File: config.mk
export PLATFORM = sky130hd
export DESIGN_NAME = det3_sequencer
export DESIGN_NICKNAME = d
export VERILOG_FILES = /design/src/rtl/det3_sequencer.sv
export SDC_FILE = /design/constraint.sdc
export NUM_CORES = 1
export LEC_CHECK = 0
export ABC_CLOCK_PERIOD_IN_PS = 16900
export CORE_MARGIN = 2
export CORE_UTILIZATION = 42
export CTS_BUF_LIST = sky130_fd_sc_hd__clkbuf_4
export DETAILED_ROUTE_END_ITERATION = 12
export PLACE_DENSITY_LB_ADDON = 0.15
export SYNTH_ARGS = -nofsm -noshare
export SYNTH_HDL_FRONTEND = slang
export SYNTH_SLANG_ARGS = --single-unit
File: constraint.sdc
create_clock -name clk -period 16.9 [get_ports clk]
set_clock_uncertainty 0.2 [all_clocks]
set_input_delay 3.38 -clock clk [delete_from_list [all_inputs] [get_ports clk]]
set_output_delay 3.38 -clock clk [all_outputs]
set_load 0.01 [all_outputs]
File: src/rtl/det3_sequencer.sv
// det3_sequencer: computes the determinant of a signed 3x3 matrix held in an
// external synchronous memory. The Sarrus expansion has six three-element
// product terms. Each element read takes one ADDR and one DATA cycle, and each
// term ends with one ACC cycle. One computation is therefore 6*7 = 42 cycles,
// followed by a single DONE cycle.
module det3_sequencer #(
    parameter int ELEM_W = 8,
    parameter int RES_W  = 32
) (
    input  logic                     clk,
    input  logic                     rst,
    input  logic                     start_i,
    output logic [3:0]               mem_addr_o,
    output logic                     mem_rd_o,
    input  logic signed [ELEM_W-1:0] mem_rdata_i,
    output logic                     busy_o,
    output logic                     done_o,
    output logic signed [RES_W-1:0]  result_o
);

    typedef enum logic [2:0] {
        S_IDLE = 3'd0,
        S_ADDR = 3'd1,
        S_DATA = 3'd2,
        S_ACC  = 3'd3,
        S_DONE = 3'd4
    } state_t;

    state_t                  state_q;
    logic [2:0]              t_q;
    logic [1:0]              k_q;
    logic signed [RES_W-1:0] acc_q;
    logic signed [RES_W-1:0] prod_q;
    logic signed [RES_W-1:0] result_q;
    logic                    start_q;
    logic                    busy_q;
    logic                    done_q;
    logic                    mem_rd_q;
    logic [3:0]              mem_addr_q;

    logic                    start_evt;
    logic signed [RES_W-1:0] rdata_ext;
    logic signed [RES_W-1:0] prod_d;
    logic signed [RES_W-1:0] acc_d;

    // Sarrus term table: element address for term t, factor k.
    // Terms 0..2 are added and terms 3..5 are subtracted.
    function automatic logic [3:0] tab_addr(input logic [2:0] t, input logic [1:0] k);
        logic [3:0] a;
        case ({t, k})
            5'b000_00: a = 4'd0;
            5'b000_01: a = 4'd4;
            5'b000_10: a = 4'd8;
            5'b001_00: a = 4'd1;
            5'b001_01: a = 4'd5;
            5'b001_10: a = 4'd6;
            5'b010_00: a = 4'd2;
            5'b010_01: a = 4'd3;
            5'b010_10: a = 4'd7;
            5'b011_00: a = 4'd2;
            5'b011_01: a = 4'd4;
            5'b011_10: a = 4'd6;
            5'b100_00: a = 4'd0;
            5'b100_01: a = 4'd5;
            5'b100_10: a = 4'd7;
            5'b101_00: a = 4'd1;
            5'b101_01: a = 4'd3;
            5'b101_10: a = 4'd8;
            default:   a = 4'd0;
        endcase
        return a;
    endfunction

    // A rising edge of start relative to the previous registered sample.
    assign start_evt = start_i & ~start_q;
    assign rdata_ext = {{(RES_W-ELEM_W){mem_rdata_i[ELEM_W-1]}}, mem_rdata_i};

    // Next product and accumulator values; each is consumed only in its own state.
    always_comb begin
        prod_d = prod_q;
        acc_d  = acc_q;
        if (k_q == 2'd0) begin
            prod_d = rdata_ext;
        end else begin
            prod_d = prod_q * rdata_ext;
        end
        if (t_q < 3'd3) begin
            acc_d = acc_q + prod_q;
        end else begin
            acc_d = acc_q - prod_q;
        end
    end

    // Sequencer FSM with registered memory strobe, busy, done and result.
    always_ff @(posedge clk or posedge rst) begin
        if (rst) begin
            state_q    <= S_IDLE;
            t_q        <= 3'd0;
            k_q        <= 2'd0;
            acc_q      <= '0;
            prod_q     <= '0;
            result_q   <= '0;
            start_q    <= 1'b0;
            busy_q     <= 1'b0;
            done_q     <= 1'b0;
            mem_rd_q   <= 1'b0;
            mem_addr_q <= 4'd0;
        end else begin
            start_q    <= start_i;
            mem_rd_q   <= 1'b0;
            mem_addr_q <= 4'd0;
            done_q     <= 1'b0;
            case (state_q)
                S_IDLE: begin
                    if (start_evt) begin
                        state_q    <= S_ADDR;
                        t_q        <= 3'd0;
                        k_q        <= 2'd0;
                        acc_q      <= '0;
                        busy_q     <= 1'b1;
                        mem_rd_q   <= 1'b1;
                        mem_addr_q <= tab_addr(3'd0, 2'd0);
                    end else begin
                        busy_q <= 1'b0;
                    end
                end
                S_ADDR: begin
                    state_q <= S_DATA;
                end
                S_DATA: begin
                    prod_q <= prod_d;
                    if (k_q < 2'd2) begin
                        state_q    <= S_ADDR;
                        k_q        <= k_q + 2'd1;
                        mem_rd_q   <= 1'b1;
                        mem_addr_q <= tab_addr(t_q, k_q + 2'd1);
                    end else begin
                        state_q <= S_ACC;
                    end
                end
                S_ACC: begin
                    acc_q <= acc_d;
                    if (t_q < 3'd5) begin
                        state_q    <= S_ADDR;
                        t_q        <= t_q + 3'd1;
                        k_q        <= 2'd0;
                        mem_rd_q   <= 1'b1;
                        mem_addr_q <= tab_addr(t_q + 3'd1, 2'd0);
                    end else begin
                        // Final term: publish the result on entry to DONE.
                        state_q  <= S_DONE;
                        result_q <= acc_d;
                        done_q   <= 1'b1;
                    end
                end
                S_DONE: begin
                    state_q <= S_IDLE;
                    busy_q  <= 1'b0;
                end
                default: begin
                    state_q <= S_IDLE;
                    busy_q  <= 1'b0;
                end
            endcase
        end
    end

    assign mem_addr_o = mem_addr_q;
    assign mem_rd_o   = mem_rd_q;
    assign busy_o     = busy_q;
    assign done_o     = done_q;
    assign result_o   = result_q;

endmodule

==> flow_summary_export.csv <==
group,metric,value,unit
outcome,status,"complete, but fails checks",
outcome,failed_checks,"design-rule violations",
cts,ctsResizeCount,0,
cts,root_buffer,"clkbuf_4",
cts,tritoncts,"yes",
cts,insertion_delay,0.52,ns
synth,syn-num-nets,1833,
final_layout,fin_nets,1829,
global_route,antenna_found_initial,1,
sta,finalSetupTns,0,ns
route,drt-total-wl,32.6,mm
final_layout,drive_gt1_frac,0.0302,
synth,synth_area_leader_cell,"fa_1",
worst_setup_path,cpPeakStageDelay,0.97,ns
cts,cts_setup_buffers,0,
worst_setup_path,crit_top_cell,"fa_1",
synth,synth_edf_count,0,
global_route,grt-ovfl-total,0,
global_route,grt_start_max_net_pins,71,
worst_setup_path,arrival,9.79,ns
final_layout,areaGrowthSynthToFinish,7.13,%
cts,cts_sinks,112,
sta,post-route-period-util,0.565,
worst_setup_path,required,17.14,ns
synth,ys.warnings.count,0,
cts,worst_setup_hold_path_clk_slew,0.18,ns
synth,synthCells,1558,
floorplanning,initial_utilization,0.424,
route,drtIter0Drc,431,
route,wl_per_cell,16.3,um
route,via_per_inst,5.15,
global_route,grt_pass1_vias,10800,
cts,clockBufferDepth,2,
route,dr_total_vias,10300,
sta,slew_headroom,0.181,
worst_setup_path,cp-end-kind,"flop",
min_path,hold_path_class,"flop to flop",
placed_design,numPortBuffers,49,
route,drt_first_pass_iters,9,
synth,synth_top_flop_cell,"dfrtp_1",
sta,hold_viol,0,
global_route,track_usage,0.206,
worst_setup_path,cp_cell_sequence,"clkdlybuf4s50_1 -> and2_1 -> fa_1 -> fa_1 -> fa_1 -> inv_1 -> fa_1 -> inv_1 -> ha_1 -> a21oi_1 -> a311oi_1 -> a41oi_1 -> o21ai_0 -> a311o_1 -> a311oi_1 -> xnor2_1 -> a221o_1",
synth,synth_seq_area_share,0.204,
floorplanning,dieArea,34200,um2
synth,synth_top_area_share,0.230,
synth,ys_types,56,
synth,async_flop_share,1.00,
cts,cts_hold_buf,0,
worst_setup_path,start_kind,"primary input",
sta,final-setup-viol-count,0,
sta,fin_crit,9.56,ns
synth,ys_ff_latch,112,
route,route.detailed.drc,1,
sta,report.final.slew_viol_count,0,
cts,cts_inserted_buffers,9,
floorplanning,coreArea,32400,um2
sta,worst_pin_slew,1.23,ns
route,postRouteAntennaNets,0,
placed_design,gp_congestion,0.860,
floorplanning,die_w,185,um
synth,syn_avg_cell_area,8.81,um2
synth,netlist_area,13700,um2
run,cap_violations,0,
floorplanning,core.rowCount,66,
cts,htreeDepth,3,
worst_setup_path,critPathKind,"primary input to flop",
global_route,grt_pass1_wl,55.9,mm
floorplanning,die_h,185,um
placed_design,dpl.hpwl,24.7,mm
sta,clock.fmax,0.105,GHz
floorplanning,num_io_pins,50,
worst_setup_path,critPathSlowestCell,"clkdlybuf4s50_1",
sta,grt_setup_unrepaired,"no",
worst_setup_path,crit_path_max_fanout,27,
synth,synth_area_leaders,"fa_1 23%, dfrtp_1 20%, ha_1 9.7%",
==> flip-flops by register name, indices dropped and copies added, names as in the netlist <==
signal / cells
mem_rd_o: 1
acc_q: 32
result_o: 32
done_o: 1
start_q: 1
prod_q: 32
t_q: 3
mem_addr_o: 4
state_q: 3
k_q: 2
busy_o: 1
==> placed cells by master (no fill, tap or decap), drive strengths merged, types with 11 or more instances in the layout <==
| master | Yosys | layout |
|---|---|---|
| a22o | 21 | 21 |
| nand2b | 15 | 15 |
| ha | 106 | 106 |
| dfrtp | 112 | 112 |
| nor3 | 14 | 14 |
| xnor2 | 56 | 56 |
| nand2 | 160 | 160 |
| fa | 158 | 158 |
| o21a | 16 | 16 |
| and2 | 172 | 172 |
| a31oi | 11 | 11 |
| nor2 | 78 | 78 |
| clkdlybuf4s50 | 0 | 49 |
| a21oi | 57 | 57 |
| xor2 | 42 | 42 |
| inv | 235 | 237 |
| a21o | 27 | 27 |
| o211ai | 16 | 16 |
| o21ai | 67 | 67 |
| nand3 | 11 | 11 |
| buf | 2 | 14 |
==> Yosys cell counts (2+ instances only) <==
master,n
a211oi_1,4
a21o_1,27
a21oi_1,57
a221o_1,7
a221oi_1,2
a22o_1,21
a311o_1,2
a311oi_1,3
a31oi_1,11
and2_1,172
and3_1,8
and4_1,2
buf_1,2
clkbuf_1,76
dfrtp_1,112
fa_1,158
ha_1,106
inv_1,235
mux2_2,4
mux2i_1,8
nand2_1,160
nand2b_1,14
nand3_1,11
nand4_1,2
nor2_1,78
nor2b_1,8
nor3_1,14
nor3b_1,3
nor4_1,4
o211ai_1,16
o21a_1,16
o21ai_0,65
o21ai_1,2
o21bai_1,5
o22a_1,7
o31ai_1,6
o41ai_1,5
or2_2,4
or3_1,6
or4_4,3
xnor2_1,56
xor2_1,42
==> cell families after synthesis <==
kind of cell / Yosys count / share of synthesized area
AOI/OAI and AO/OA: 266 / 0.130
xor gates and xnor gates: 98 / 0.0625
adders and majority gates: 264 / 0.327
buffers and inverters: 313 / 0.0856
DFF: 112 / 0.204
muxes: 12 / 0.00911
and+or+nand+nor: 493 / 0.182
==> layer usage <==
metal | vias up | GRT usage | routed length (um) | part of all wire
li1 | 4966 | - | - | -
met1 | 5144 | 0.291 | 16200 | 0.50
met2 | 169 | 0.337 | 14900 | 0.46
met3 | 32 | 0.0181 | 943 | 0.029
met4 | 0 | 0.0584 | 578 | 0.018
met5 | - | 0 | 0 | 0
==> critical path, delay by kind of cell <==
family	cells	cell delay, ns
AOI/OAI and AO/OA	7	2.33
xor gates and xnor gates	1	0.10
adders and majority gates	5	2.44
buffers and inverters	3	1.06
and+or+nand+nor	1	0.46
==> metrics by stage <==
stage	worst slack, ns	instances	cell area [um2]	hold WS, ns	util
final	7.34	2001	14700	0.294	0.454
after global routing	6.96	2001	14700	0.321	0.454
after CTS	7.29	2000	14700	0.301	0.454
after detailed placement	6.67	1985	14600	0.262	0.451
after global placement	6.83	1985	14600	0.258	0.451
after floorplan	8.22	1558	13700	0.250	-
==> path summary, 6_finish.rpt <==
path	from	end	slack, ns	cells past startpoint
worst max-delay path	mem_rdata_i[6]	prod_q[28]	7.34	17
worst min-delay path	result_o[19]	result_o[19]	0.29	2
worst max register to register	prod_q[0]	prod_q[28]	10.75	18
worst min register to register	result_o[19]	result_o[19]	0.29	2
max in group asynchronous	rst	prod_q[4]	12.15	3
min in group asynchronous	rst	busy_o	3.05	2
==> layout make-up <==
class | count | area [um2]
Antenna cell | 1 | 2.50
Clock buffer | 9 | 67.6
Clock inverter | 6 | 43.8
Fill cell | 3272 | 17700
Inverter | 235 | 885
Multi-Input combinational cell | 1133 | 9760
Sequential cell | 112 | 2800
Tap cell | 442 | 553
Timing Repair Buffer | 63 | 596
Power is left out: the tool's default activity adds up to more than one toggle a clock period on the data nets, which glitch-free logic cannot reach.
